**src/rtl/output_ram_streamer_if.sv**
```systemverilog
// Bus between the output RAM streamer and its RAM / control / downstream consumer.
// master = streamer side, slave = environment side.
interface output_ram_streamer_if #(
  parameter int ADD_SIZE  = 11,
  parameter int DATA_SIZE = 32
);
  logic                 start;
  logic [ADD_SIZE-1:0]  base_address;
  logic [ADD_SIZE:0]    length;
  logic                 read_en;
  logic [ADD_SIZE-1:0]  read_address;
  logic [DATA_SIZE-1:0] ram_data;
  logic                 out_valid;
  logic                 out_ready;
  logic [DATA_SIZE-1:0] dataOut;
  logic                 busy;
  logic                 done;

  modport master (
    input  start, base_address, length, ram_data, out_ready,
    output read_en, read_address, out_valid, dataOut, busy, done
  );

  modport slave (
    output start, base_address, length, ram_data, out_ready,
    input  read_en, read_address, out_valid, dataOut, busy, done
  );
endinterface

```
**src/rtl/output_ram_streamer.sv**
```systemverilog
// Drains a contiguous block of the output RAM into a valid/ready stream,
// hiding the 1-cycle RAM read latency behind a 2-entry FIFO.
module output_ram_streamer #(
  parameter int ADD_SIZE  = 11,
  parameter int DATA_SIZE = 32
) (
  input  logic                   clk,
  input  logic                   rst,
  output_ram_streamer_if.master  bus_io
);

  typedef enum logic [1:0] {
    S_IDLE  = 2'd0,
    S_READ  = 2'd1,
    S_DRAIN = 2'd2,
    S_DONE  = 2'd3
  } state_t;

  localparam logic [ADD_SIZE:0]   CNT_ZERO  = {(ADD_SIZE+1){1'b0}};
  localparam logic [ADD_SIZE:0]   CNT_ONE   = {{ADD_SIZE{1'b0}}, 1'b1};
  localparam logic [ADD_SIZE-1:0] ADDR_ONE  = {{(ADD_SIZE-1){1'b0}}, 1'b1};
  localparam logic [ADD_SIZE-1:0] ADDR_ZERO = {ADD_SIZE{1'b0}};
  localparam logic [DATA_SIZE-1:0] DATA_ZERO = {DATA_SIZE{1'b0}};

  state_t               state_q, state_d;
  logic [ADD_SIZE:0]    length_q, length_d;
  logic [ADD_SIZE:0]    issued_q, issued_d;
  logic [ADD_SIZE:0]    sent_q, sent_d;
  logic [ADD_SIZE-1:0]  addr_q, addr_d;
  logic                 inflight_q, inflight_d;
  logic [DATA_SIZE-1:0] mem0_q, mem0_d, mem1_q, mem1_d;
  logic                 wr_ptr_q, wr_ptr_d, rd_ptr_q, rd_ptr_d;
  logic [1:0]           count_q, count_d;
  logic                 busy_q, busy_d, done_q, done_d;

  logic                 out_valid_s, pop_s, push_s, rd_en_s;
  logic [2:0]           occ_s;

  // Slots committed after this edge: buffered + returning - leaving. A new
  // read lands one cycle later, so it may issue only while this is below 2.
  assign out_valid_s = (count_q != 2'd0);
  assign pop_s       = out_valid_s & bus_io.out_ready;
  assign push_s      = inflight_q;
  assign occ_s       = {1'b0, count_q} + {2'b00, inflight_q} - {2'b00, pop_s};
  assign rd_en_s     = (state_q == S_READ) && (issued_q < length_q) && (occ_s < 3'd2);

  assign bus_io.read_en      = rd_en_s;
  assign bus_io.read_address = addr_q;
  assign bus_io.out_valid    = out_valid_s;
  assign bus_io.dataOut      = rd_ptr_q ? mem1_q : mem0_q;
  assign bus_io.busy         = busy_q;
  assign bus_io.done         = done_q;

  // Next-state logic for the FSM, counters and output FIFO.
  always_comb begin
    state_d    = state_q;
    length_d   = length_q;
    issued_d   = issued_q;
    addr_d     = addr_q;
    sent_d     = pop_s ? (sent_q + CNT_ONE) : sent_q;
    inflight_d = rd_en_s;
    mem0_d     = mem0_q;
    mem1_d     = mem1_q;
    wr_ptr_d   = wr_ptr_q;
    rd_ptr_d   = rd_ptr_q;
    count_d    = count_q + {1'b0, push_s} - {1'b0, pop_s};

    if (push_s) begin
      if (wr_ptr_q) begin
        mem1_d = bus_io.ram_data;
      end else begin
        mem0_d = bus_io.ram_data;
      end
      wr_ptr_d = ~wr_ptr_q;
    end else begin
      wr_ptr_d = wr_ptr_q;
    end

    if (pop_s) begin
      rd_ptr_d = ~rd_ptr_q;
    end else begin
      rd_ptr_d = rd_ptr_q;
    end

    case (state_q)
      S_IDLE: begin
        if (bus_io.start) begin
          length_d = bus_io.length;
          addr_d   = bus_io.base_address;
          issued_d = CNT_ZERO;
          sent_d   = CNT_ZERO;
          state_d  = (bus_io.length == CNT_ZERO) ? S_DONE : S_READ;
        end else begin
          state_d = S_IDLE;
        end
      end
      S_READ: begin
        if (rd_en_s) begin
          issued_d = issued_q + CNT_ONE;
          addr_d   = addr_q + ADDR_ONE;
          state_d  = ((issued_q + CNT_ONE) == length_q) ? S_DRAIN : S_READ;
        end else begin
          state_d = S_READ;
        end
      end
      S_DRAIN: begin
        if (pop_s && ((sent_q + CNT_ONE) == length_q)) begin
          state_d = S_DONE;
        end else begin
          state_d = S_DRAIN;
        end
      end
      S_DONE: begin
        state_d = S_IDLE;
      end
      default: begin
        state_d = S_IDLE;
      end
    endcase

    busy_d = (state_d != S_IDLE);
    done_d = (state_d == S_DONE);
  end

  // State register; reset drops any read still in flight.
  always_ff @(posedge clk or posedge rst) begin
    if (rst) begin
      state_q    <= S_IDLE;
      length_q   <= CNT_ZERO;
      issued_q   <= CNT_ZERO;
      sent_q     <= CNT_ZERO;
      addr_q     <= ADDR_ZERO;
      inflight_q <= 1'b0;
      mem0_q     <= DATA_ZERO;
      mem1_q     <= DATA_ZERO;
      wr_ptr_q   <= 1'b0;
      rd_ptr_q   <= 1'b0;
      count_q    <= 2'd0;
      busy_q     <= 1'b0;
      done_q     <= 1'b0;
    end else begin
      state_q    <= state_d;
      length_q   <= length_d;
      issued_q   <= issued_d;
      sent_q     <= sent_d;
      addr_q     <= addr_d;
      inflight_q <= inflight_d;
      mem0_q     <= mem0_d;
      mem1_q     <= mem1_d;
      wr_ptr_q   <= wr_ptr_d;
      rd_ptr_q   <= rd_ptr_d;
      count_q    <= count_d;
      busy_q     <= busy_d;
      done_q     <= done_d;
    end
  end

endmodule

```
**src/flat_wrapper.sv**
```systemverilog
// flat-port wrapper written by rule: the top's interface ports become plain ports
module output_ram_streamer_flat 
#(
  parameter int ADD_SIZE  = 11,
  parameter int DATA_SIZE = 32
)
  (clk, rst, bus_io_start, bus_io_base_address, bus_io_length, bus_io_ram_data, bus_io_out_ready, bus_io_read_en, bus_io_read_address, bus_io_out_valid, bus_io_dataOut, bus_io_busy, bus_io_done);
  output_ram_streamer_if #(.ADD_SIZE(ADD_SIZE), .DATA_SIZE(DATA_SIZE)) bus_io_i ();
  input  logic clk;
  input  logic rst;
  input wire logic [$bits(bus_io_i.start)-1:0] bus_io_start;
  input wire logic [$bits(bus_io_i.base_address)-1:0] bus_io_base_address;
  input wire logic [$bits(bus_io_i.length)-1:0] bus_io_length;
  input wire logic [$bits(bus_io_i.ram_data)-1:0] bus_io_ram_data;
  input wire logic [$bits(bus_io_i.out_ready)-1:0] bus_io_out_ready;
  output wire logic [$bits(bus_io_i.read_en)-1:0] bus_io_read_en;
  output wire logic [$bits(bus_io_i.read_address)-1:0] bus_io_read_address;
  output wire logic [$bits(bus_io_i.out_valid)-1:0] bus_io_out_valid;
  output wire logic [$bits(bus_io_i.dataOut)-1:0] bus_io_dataOut;
  output wire logic [$bits(bus_io_i.busy)-1:0] bus_io_busy;
  output wire logic [$bits(bus_io_i.done)-1:0] bus_io_done;
  assign bus_io_i.start = bus_io_start;
  assign bus_io_i.base_address = bus_io_base_address;
  assign bus_io_i.length = bus_io_length;
  assign bus_io_i.ram_data = bus_io_ram_data;
  assign bus_io_i.out_ready = bus_io_out_ready;
  assign bus_io_read_en = bus_io_i.read_en;
  assign bus_io_read_address = bus_io_i.read_address;
  assign bus_io_out_valid = bus_io_i.out_valid;
  assign bus_io_dataOut = bus_io_i.dataOut;
  assign bus_io_busy = bus_io_i.busy;
  assign bus_io_done = bus_io_i.done;
  output_ram_streamer #(.ADD_SIZE(ADD_SIZE), .DATA_SIZE(DATA_SIZE)) u_core (.clk(clk), .rst(rst), .bus_io(bus_io_i));
endmodule
```
**config.mk**
```make
export PLATFORM = sky130hd
export DESIGN_NAME = output_ram_streamer_flat
export DESIGN_NICKNAME = d
export VERILOG_FILES = /design/src/rtl/output_ram_streamer_if.sv /design/src/rtl/output_ram_streamer.sv /design/src/flat_wrapper.sv
export SDC_FILE = /design/constraint.sdc
export NUM_CORES = 1
export LEC_CHECK = 0
export ABC_AREA = 1
export BUFFER_PORTS_ARGS = -buffer_cell sky130_fd_sc_hd__buf_2
export CAP_MARGIN = 20
export CORE_MARGIN = 2
export CORE_UTILIZATION = 60
export CTS_BUF_LIST = sky130_fd_sc_hd__clkbuf_2
export DETAILED_ROUTE_END_ITERATION = 8
export PLACE_DENSITY = 0.95
export SLEW_MARGIN = 15
export SYNTH_ARGS = -nofsm -noshare
export SYNTH_HDL_FRONTEND = slang
export SYNTH_SLANG_ARGS = --single-unit
```
**constraint.sdc**
```tcl
create_clock -name clk -period 8.7 [get_ports clk]
set_input_delay 0 -clock clk [delete_from_list [all_inputs] [get_ports clk]]
set_output_delay 0 -clock clk [all_outputs]
set_load 0.005 [all_outputs]
```
# Word level (Yosys, flattened, before mapping)
# Index checks and enable logic that the tools add are counted.
dict set report totals {
  n_memories 0
  in_bits 59
  regBits 120
  elab_cells 61
  romBits 0
  latch_bits 0
  ram_bits 0
}
dict set report op_classes {
  bitwise 3
  eq_ne 8
  n_mul 0
  n_mux 16
  div_mod_pow 0
  n_reduce_logical 12
  order_cmp 2
  n_addsub 7
  shifts 0
}
# cell count
set ops {}
lappend ops {{$mux W12} 5}
lappend ops {{$mux W32} 1}
lappend ops {{$add A12 B1 Y12 const B} 2}
lappend ops {{$eq A12 B12 Y1} 2}
lappend ops {{$pmux W12 S2} 1}
lappend ops {{$mux W11} 2}
lappend ops {{$pmux W11 S2} 1}
lappend ops {{$logic_not A12 Y1} 1}
lappend ops {{$lt A12 B12 Y1} 1}
lappend ops {{$add A11 B1 Y11 const B} 1}
lappend ops {{$mux W2} 4}
lappend ops {{$pmux W2 S4} 1}
lappend ops {{$eq A2 B2 Y1 const B} 3}
lappend ops {{$reduce_and A2 Y1} 3}
lappend ops {{$reduce_bool A2 Y1} 3}
lappend ops {{$add A2 B1 Y3} 1}
lappend ops {{$logic_and A1 B1 Y1} 3}
lappend ops {{$lt A3 B2 Y1 const B} 1}
lappend ops {{$reduce_and A3 Y1} 1}
lappend ops {{$sub A3 B1 Y3} 1}
lappend ops {{$add A2 B1 Y2} 1}
lappend ops {{$eq A2 B1 Y1 const B} 1}
lappend ops {{$logic_not A2 Y1} 1}
lappend ops {{$ne A2 B1 Y1 const B} 1}
lappend ops {{5 further kinds} 6}

# Logic depth before layout (Yosys ltp)
# Gate-level depths: netlist of the first run.
dict set report logic_depth {
  depth_word 8
  depth_mapped 19
  ltp_nobuf 18
}

# Worst setup path after synthesis of the first run
# OpenSTA, ideal clock, no wires.
dict set report synth_timing {
  kind {register -> register}
  start {reg u_core.count_q[1]}
  end {reg u_core.busy_q (netlist: u_core.bus_io.busy)}
  t_required_ns 8.578
  path_buffers 1
  path_stages_with_launch 20
  t_arrival_ns 2.952
  slack_ns 5.626
  cell_sequence {dfrtp_1 -> inv_1 -> nand2_1 -> nand2_1 -> inv_1 -> clkbuf_1 -> ha_1 -> inv_1 -> ha_1 -> inv_1 -> fa_1 -> inv_1 -> nor3_1 -> nand4_1 -> a21oi_2 -> nand3_1 -> nor2_2 -> nor2_1 -> nor2_2 -> nand2_1}
}
dict set report synth_via {
  elab_chain_cells 8
  elab_cells_between_ends 11
}
# element line_no
set synth_rtl {}
lappend synth_rtl {{start, declared} output_ram_streamer.sv:33} ;# logic [1:0] count_q, count_d;
lappend synth_rtl {{start signal, assigned} output_ram_streamer.sv:152} ;# count_q <= count_d;
lappend synth_rtl {{$reduce_bool A2 Y1} output_ram_streamer.sv:41} ;# assign out_valid_s = (count_q != 2'd0);
lappend synth_rtl {{net bus_io_out_valid} flat_wrapper.sv:18} ;# output wire logic [$bits(bus_io_i.out_valid)-1:0] bus_io_out_valid;
lappend synth_rtl {{$and A1 B1 Y1} output_ram_streamer.sv:42} ;# assign pop_s = out_valid_s & bus_io.out_ready;
lappend synth_rtl {{$sub A3 B1 Y3} output_ram_streamer.sv:44} ;# assign occ_s = {1'b0, count_q} + {2'b00, inflight_q} - {2'b00, pop_s};
lappend synth_rtl {{$lt A3 B2 Y1} output_ram_streamer.sv:45} ;# assign rd_en_s = (state_q == S_READ) && (issued_q < length_q) && (occ_s < 3'd2);
lappend synth_rtl {{$logic_and A1 B1 Y1} output_ram_streamer.sv:45}
lappend synth_rtl {{net bus_io_read_en} flat_wrapper.sv:16} ;# output wire logic [$bits(bus_io_i.read_en)-1:0] bus_io_read_en;
lappend synth_rtl {{$mux W2} output_ram_streamer.sv:98} ;# if (rd_en_s) begin
lappend synth_rtl {{$pmux W2 S4} output_ram_streamer.sv:85} ;# case (state_q)
lappend synth_rtl {{$reduce_bool A2 Y1} output_ram_streamer.sv:121} ;# busy_d = (state_d != S_IDLE);
lappend synth_rtl {{net u_core.busy_d} output_ram_streamer.sv:34} ;# logic busy_q, busy_d, done_q, done_d;
lappend synth_rtl {{end signal, assigned} output_ram_streamer.sv:153} ;# busy_q <= busy_d;
lappend synth_rtl {{end, declared} output_ram_streamer.sv:34}
# The timed path passes the listed nets, and every way through them passes these cells.
# A chain may end at the register's enable or synchronous reset.

# Final worst setup path of the first run
dict set report layout_timing {
  start {reg u_core.count_q[1]}
  end {out bus_io_read_en}
}
dict set report layout_via {
  elab_chain_cells 5
  elab_cells_between_ends 6
}
# element line_no
set layout_rtl {}
lappend layout_rtl {{branches (longest 2 deep; another with $add A2 B1 Y3)} -}
lappend layout_rtl {{$sub A3 B1 Y3 *} output_ram_streamer.sv:44}
lappend layout_rtl {{$lt A3 B2 Y1 *} output_ram_streamer.sv:45}
lappend layout_rtl {{$logic_and A1 B1 Y1 *} output_ram_streamer.sv:45}
lappend layout_rtl {{end, declared} flat_wrapper.sv:16}
# Mark *: on every way between the ends.

==> results_dict.tcl, run 1 <==
set metrics [dict create \
    outcome "complete, no violations" \
    postPlaceCellArea_sq_um 7070 \
    rows 37 \
    start_kind "register" \
    post-route-period-util 0.436 \
    track_usage 0.345 \
    post-cts-setup-buffers 0 \
    io_buffers 105 \
    slew_headroom 0.291 \
    holdPathStages 3 \
    place_ws_ns 5.20 \
    nFillCells 651 \
    ys_seq_elements 120 \
    p_leak_nw 4.32 \
    drt-vias-per-instance 5.84 \
    slew_viol_final 0 \
    cts.clk_slew.worst_paths_ns 0.21 \
    ys_seq_area_frac 0.462 \
    root_buffer "clkbuf_2" \
    grt_pass1_vias 6644 \
    htree_num_levels 4 \
    die_w_um 108 \
    tns_ns 0 \
    regArea_sq_um 3000 \
    min_period_ns 3.80 \
    rsz0062_at_grt "no" \
    tightest_slew_ns 1.06 \
    yosys.area.top_type "dfrtp_1" \
    hold_path.class "primary input to register" \
    synthTopCellsByArea "dfrtp_1, nand2_1, o21ai_0" \
    synthDominantCellAreaShare 0.462 \
    grt_max_degree 66 \
    die-area_sq_um 11700 \
    yosys_warnings 0 \
    skew_ns 0.0481 \
    stdcell_area_sq_um 7980 \
    drtIter0Drc 937 \
    syn_nets 957 \
    max-vdd-ir-drop_uv 182 \
    drive_gt1_frac 0.149 \
    antenna_found_initial 0 \
    setup_violations 0 \
    hold_viol 0 \
    fmaxAchievable_mhz 263 \
    crit_arrival_ns 3.80 \
    cts_tree "done" \
    worstPathRequired_ns 8.70 \
    cts.repair.resized 0 \
    clockBufferDepth 2 \
    worst_slack_ns 4.90 \
    insertion_delay_ns 0.71 \
    remaining_drc_errors 0 \
    power_per_cell_area_nw_per_um2 362 \
    cap_violations 0 \
    place.gp.congestion 0.945 \
    synthesis.area_sq_um 6490 \
    synth.distinct_cells 34 \
    grt-ovfl-total 0 \
    drt_wl_total_mm 19.9 \
    r2r_cells 17 \
    multi_input_area_sq_um 2950 \
    postSynthAreaPerCell_sq_um 7.38 \
    drt_pass1_iterations 9 \
    area_growth_pct 22.9 \
    cts_buffers 17 \
    ios 106 \
    diodes 0 \
    criticalPathCategory "register to primary output" \
    cp-end-kind "primary output" \
    syn-instance-count 880 \
    ant_nets 0 \
    start_util 0.624 \
    critPathMaxFanout 21 \
    dp_hpwl_mm 11.2 \
    fp.coreArea_sq_um 10400 \
    vias 6907 \
    grt_pass1_wl_mm 31.4 \
    layout.nets 1111 \
    whs_ns 0.0407 \
    cts_sinks 120 \
    wire_per_inst_um 16.8 \
    fp.dieH_um 108 \
]
[final timing paths]
| path | slack (ns) | startpoint | end |
|---|---|---|---|
| max | 4.90 | u_core.count_q[1]$_DFF_PP0_ | bus_io_read_en |
| min | 0.04 | bus_io_start | u_core.length_q[8]$_DFFE_PP0P_ |
| min in group asynchronous | 0.52 | rst | u_core.sent_q[3]$_DFF_PP0_ |
| max reg2reg | 4.98 | u_core.count_q[1]$_DFF_PP0_ | u_core.bus_io.read_address[5]$_DFFE_PP0P_ |
| max in group asynchronous | 6.90 | rst | u_core.issued_q[8]$_DFFE_PP0P_ |
| min reg2reg | 0.52 | u_core.mem1_q[29]$_DFFE_PP0P_ | u_core.mem1_q[29]$_DFFE_PP0P_ |
[cell families after synthesis]
group,count (synthesis),synth area share
AOI/OAI and AO/OA,144,0.118
xor gates and xnor gates,9,0.0143
DFF,120,0.462
and+or+nand+nor,450,0.286
adders and majority gates,18,0.0358
buffers and inverters,139,0.0828
[area by class of cell]
class	count	area share
inverter	106	0.0505
multi-input combinational	621	0.370
tap	136	0.0213
clock inverter	15	0.0240
clock buffer	17	0.0107
timing repair buffer	168	0.147
sequential	120	0.376
[timing repair]
action,in CTS,in global routing
endpoints found under the setup margin,0,0
hold buffers,59,0
hold endpoints to repair,154,0
[where the power goes]
| group | internal (W) | total [W] | switching [W] |
|---|---|---|---|
| registers | 0.000818 | 0.00106 | 0.000247 |
| clock network | 0.000167 | 0.000416 | 0.000249 |
| logic | 0.000507 | 0.00141 | 0.000904 |
| total | 0.00149 | 0.00289 | 0.00140 |
[synth_stat cells, drive strengths merged]
| master | instances |
|---|---|
| xor2 | 5 |
| a21oi | 19 |
| fa | 1 |
| o211ai | 6 |
| ha | 17 |
| buf | 4 |
| xnor3 | 1 |
| o21ai | 106 |
| dfrtp | 120 |
| o21a | 1 |
| inv | 104 |
| o21bai | 4 |
| a31oi | 2 |
| nand4 | 13 |
| clkinv | 2 |
| or2 | 1 |
| nand2 | 324 |
| xnor2 | 3 |
| nand3 | 57 |
| nor4 | 2 |
| clkbuf | 29 |
| nor2 | 49 |
| nor3 | 4 |
| o31ai | 6 |
[per-stage QoR]
stage | power, W | std cells | util
final | 0.00289 | 1183 | 0.766
after global routing | 0.00309 | 1183 | 0.766
after CTS | 0.00276 | 1181 | 0.762
after detailed placement | 0.00232 | 1090 | 0.679
after global placement | 0.00224 | 1090 | 0.679
after floorplan | 0.00190 | 880 | -
[placed cells by master (no fill, tap or decap), types with 5 or more instances in the layout]
cell type      Yosys  routed
nand2_1          321     321
dfrtp_1          120     120
buf_2              2     105
o21ai_0          103     103
inv_1            103     102
dlygate4sd3_1      0      59
nand3_1           56      56
nor2_1            42      42
a21oi_1           18      18
ha_1              17      17
clkbuf_2           0      17
nand4_1           13      13
o31ai_1            6       6
o211ai_1           6       6
xor2_1             5       5
[registers in the layout, summed over array words and instances, names as in the netlist]
signal and flops:
u_core.bus_io.done 1, u_core.length_q 12, u_core.bus_io.read_address 11, u_core.inflight_q 1, u_core.sent_q 12, u_core.mem1_q 32, u_core.mem0_q 32, u_core.wr_ptr_q 1
u_core.issued_q 12, u_core.rd_ptr_q 1, u_core.state_q 2, u_core.bus_io.busy 1, u_core.count_q 2
[critical path, stage by stage (launching register included)]
cell and delay (ns):
dfrtp_1 0.46, inv_1 0.06, nand2_1 0.07, nand2_1 0.17, inv_1 0.52, ha_1 0.35, inv_1 0.06, ha_1 0.13
inv_1 0.05, fa_1 0.47, inv_1 0.05, nor3_1 0.17, nand4_1 0.13, a21oi_2 0.24, buf_2 0.19
[layer usage]
metal	wire, um	part of all wire	GRT usage	vias up
met1	7150	0.36	0.420	3193
met3	1950	0.098	0.0711	116
li1	-	-	-	3108
met2	9720	0.49	0.586	490
met5	0	0	0	-
met4	1090	0.055	0.168	0
No activity file was read; power rests on OpenSTA's default activity.
==> run 2, diff against run 1 <==
--- a/config.mk
+++ b/config.mk
@@ -5,14 +5,14 @@
 export SDC_FILE = /design/constraint.sdc
 export NUM_CORES = 1
 export LEC_CHECK = 0
-export ABC_AREA = 1
+export ABC_AREA = 0
 export BUFFER_PORTS_ARGS = -buffer_cell sky130_fd_sc_hd__buf_2
 export CAP_MARGIN = 20
 export CORE_MARGIN = 2
-export CORE_UTILIZATION = 60
+export CORE_UTILIZATION = 53
 export CTS_BUF_LIST = sky130_fd_sc_hd__clkbuf_2
 export DETAILED_ROUTE_END_ITERATION = 8
-export PLACE_DENSITY = 0.95
+export PLACE_DENSITY = 0.9
 export SLEW_MARGIN = 15
 export SYNTH_ARGS = -nofsm -noshare
 export SYNTH_HDL_FRONTEND = slang
==> constraint.sdc (replaced) <==
create_clock -name clk -period 3.1 [get_ports clk]
set_input_delay 0 -clock clk [delete_from_list [all_inputs] [get_ports clk]]
set_output_delay 0 -clock clk [all_outputs]
set_load 0.005 [all_outputs]
==> run 2 against run 1 <==
  * Hold slack worse by 0.0070 ns
  * Clock power grew to 3.0 times the previous value
  * Global-route usage shrank 7.7 points
  * Via count is 16% lower
  * Power rose to 3.1 times the previous value
  * Final cell count down 19%
  * Largest cell class is now multi-input gates
  * Clock skew decreased by 0.017 ns
  * Sequential cell count unchanged
  * Synthesized area shrank 1.8%
  * Combinational power rose to 3.5 times the previous value
  * Die area increased by 11%
  * The run now ends with negative setup slack left
  * Sequential share of layout area decreased by 2.6 points
  * Largest power group unchanged
==> results_dict.tcl, run 2 <==
set metrics [dict create \
    syn-instance-count 588 \
    top_layer "met4" \
    area_growth_pct 34.3 \
    grt-ovfl-total 0 \
    cp-end-kind "primary output" \
    yosys_warnings 0 \
    syn_nets 665 \
    synthDominantCellAreaShare 0.471 \
    nFillCells 736 \
    max-vdd-ir-drop_uv 930 \
    violations "negative setup slack" \
    reg_top3 "u_core.mem0_q x32, u_core.mem1_q x32" \
    wire_per_inst_um 19.6 \
    grt_max_degree 69 \
    fmaxAchievable_mhz 299 \
    yosys.area.top_type "dfrtp_1" \
    root_buffer "clkbuf_2" \
    critPathTopFamily "adder cells" \
    critPathMaxStageDelay_ns 0.52 \
    fp.dieH_um 114 \
    synthTopCellsByArea "dfrtp_1, mux2_2, ha_1" \
    p_leak_nw 3.78 \
    dpl.cell_count 825 \
    start_util 0.538 \
    ios 106 \
    mostFrequentLayoutCell "dfrtp_1" \
    cts_sinks 120 \
    track_usage 0.269 \
    postSynthAreaPerCell_sq_um 10.8 \
    ys_seq_area_frac 0.471 \
    ant_nets 0 \
    skew_ns 0.0311 \
    synth_edf_count 0 \
    synthArstFlopShare 1.00 \
    dr_wl_met2_mm 9.46 \
    insertion_delay_ns 0.73 \
    final_cell_mix "dfrtp_1, buf_2, mux2_2, dlygate4sd3_1, nand2_1" \
    drtIter0Drc 597 \
    hold_path.class "primary input to register" \
    utilization 0.722 \
    layout.nets 872 \
    regArea_sq_um 3000 \
    wl_met3_mm 1.54 \
    place.gp.congestion 0.901 \
    cap_violations 0 \
    yosysMostFrequentCell "dfrtp_1" \
    ys_seq_elements 120 \
    cp_common_cell "inv_2" \
    synthesis.area_sq_um 6380 \
    grt_pass1_wl_mm 27.2 \
    drt_pass1_iterations 8 \
    slew_headroom 0.411 \
    post-route-period-util 1.08 \
    hold_viol 0 \
    worstPathCellList "or2_4 -> nand2_4 -> clkinv_4 -> ha_4 -> inv_2 -> ha_4 -> inv_2 -> fa_1 -> inv_2 -> nor4_4 -> o211a_1 -> nand2_1 -> buf_6 -> inv_4 -> buf_6" \
    grt_pass1_vias 5660 \
    antenna_found_initial 1 \
    wl_met1_mm 6.82 \
    setup_violations 22 \
    rsz0062_at_grt "yes" \
    cts.clk_slew.worst_paths_ns 0.20 \
    drive_gt1_frac 0.384 \
    worst_slack_ns -0.246 \
    die-area_sq_um 12900 \
    start_kind "register" \
    drt-vias-per-instance 6.05 \
    multi_input_area_sq_um 3310 \
    outcome "complete, but fails checks" \
    drt_wl_total_mm 18.7 \
    htree_num_levels 4 \
    vias 5782 \
    worstPathRequired_ns 3.10 \
    crit_buf_inv 7 \
    io_buffers 105 \
    clockBufferDepth 2 \
    remaining_drc_errors 0 \
    cts_buffers 17 \
    crit_arrival_ns 3.35 \
    criticalPathCategory "register to primary output" \
    min_period_ns 3.35 \
    synth.distinct_cells 64 \
    power_per_cell_area_nw_per_um2 1050 \
    synthTopCellsByCount "dfrtp_1, mux2_2, o21ai_0" \
    die_w_um 114 \
    slew_viol_final 0 \
    slowest_stage "fa_1" \
    tightest_slew_ns 0.884 \
    synthFlopType "dfrtp_1" \
    cts_tree "done" \
    dp_hpwl_mm 9.95 \
    whs_ns 0.0337 \
    rows 40 \
    fp.coreArea_sq_um 11900 \
    critPathMaxFanout 3 \
    final_cells 956 \
]
## run 2: cell types whose count changed after synthesis, moves of 9 or more
cell,change
nand2_1,-280
mux2_2,+98
inv_1,-80
o21ai_0,-61
nand3_1,-38
xnor2_1,+21
xor2_1,+11
clkbuf_1,-9
## run 2: cells by family after synthesis
logic type	count (synthesis)	synth area share
muxes	100	0.176
AOI/OAI and AO/OA	110	0.107
xor gates and xnor gates	40	0.0549
DFF	120	0.471
and+or+nand+nor	145	0.115
buffers and inverters	55	0.0389
adders and majority gates	18	0.0365
## run 2: final timing paths
path                                                                   to  cells after the start                         start  slack (ns)
max in group asynchronous                      u_core.sent_q[2]$_DFF_PP0_                      5                           rst        1.84
worst min-delay path                         u_core.mem0_q[9]$_DFFE_PP0P_                      3            bus_io_ram_data[9]        0.03
worst min register to register               u_core.mem1_q[7]$_DFFE_PP0P_                      1  u_core.mem1_q[7]$_DFFE_PP0P_        0.52
worst max-delay path                                       bus_io_read_en                     15   u_core.count_q[0]$_DFF_PP0_       -0.25
worst max register to register  u_core.bus_io.read_address[0]$_DFFE_PP0P_                     16   u_core.count_q[0]$_DFF_PP0_       -0.18
min in group asynchronous                   u_core.mem1_q[29]$_DFFE_PP0P_                      5                           rst        0.58
## run 2: layout make-up
cell class	count	area share
Antenna cell	1	0.000292
Clock buffer	18	0.0105
Clock inverter	14	0.0240
Inverter	24	0.0118
Multi-Input combinational cell	413	0.386
Sequential cell	120	0.351
Tap cell	147	0.0215
Timing Repair Buffer	219	0.195
## run 2: power by group
group          internal (W)  switching (W)
Sequential          0.00225       0.000634
Combinational       0.00263        0.00226
Clock              0.000607       0.000620
## run 2: tightest hold or removal path, delay by kind of cell
family	cells	cell delay, ns
buffers and inverters	2	0.61
muxes	1	0.13
## run 2: per-stage QoR
| stage | setup TNS [ns] | total power [W] | setup slack, ns | instance area, sq um |
|---|---|---|---|---|
| floorplan | -0.0428 | 0.00514 | -0.0428 | 6380 |
| global placement | 0 | 0.00612 | 0.0680 | 7080 |
| detailed placement | -0.205 | 0.00635 | -0.0823 | 7080 |
| CTS | -0.258 | 0.00789 | -0.227 | 8250 |
| global route | -4.33 | 0.00947 | -0.399 | 8560 |
| finish | -1.70 | 0.00900 | -0.246 | 8560 |
## run 2: metal layers
metal	vias to the layer above	global-route usage
li1	2509	-
met1	2794	0.302
met2	371	0.482
met3	108	0.0749
met4	0	0.107
met5	-	0
## run 2: repair_timing
item                       4_1_cts  5_1_grt
setup buffers                    4       12
pin swaps                        3        9
gates cloned                     0        3
setup endpoints to repair       20       24
hold buffers                    80        0
hold endpoints to repair       225        0
gates resized for setup         10       48
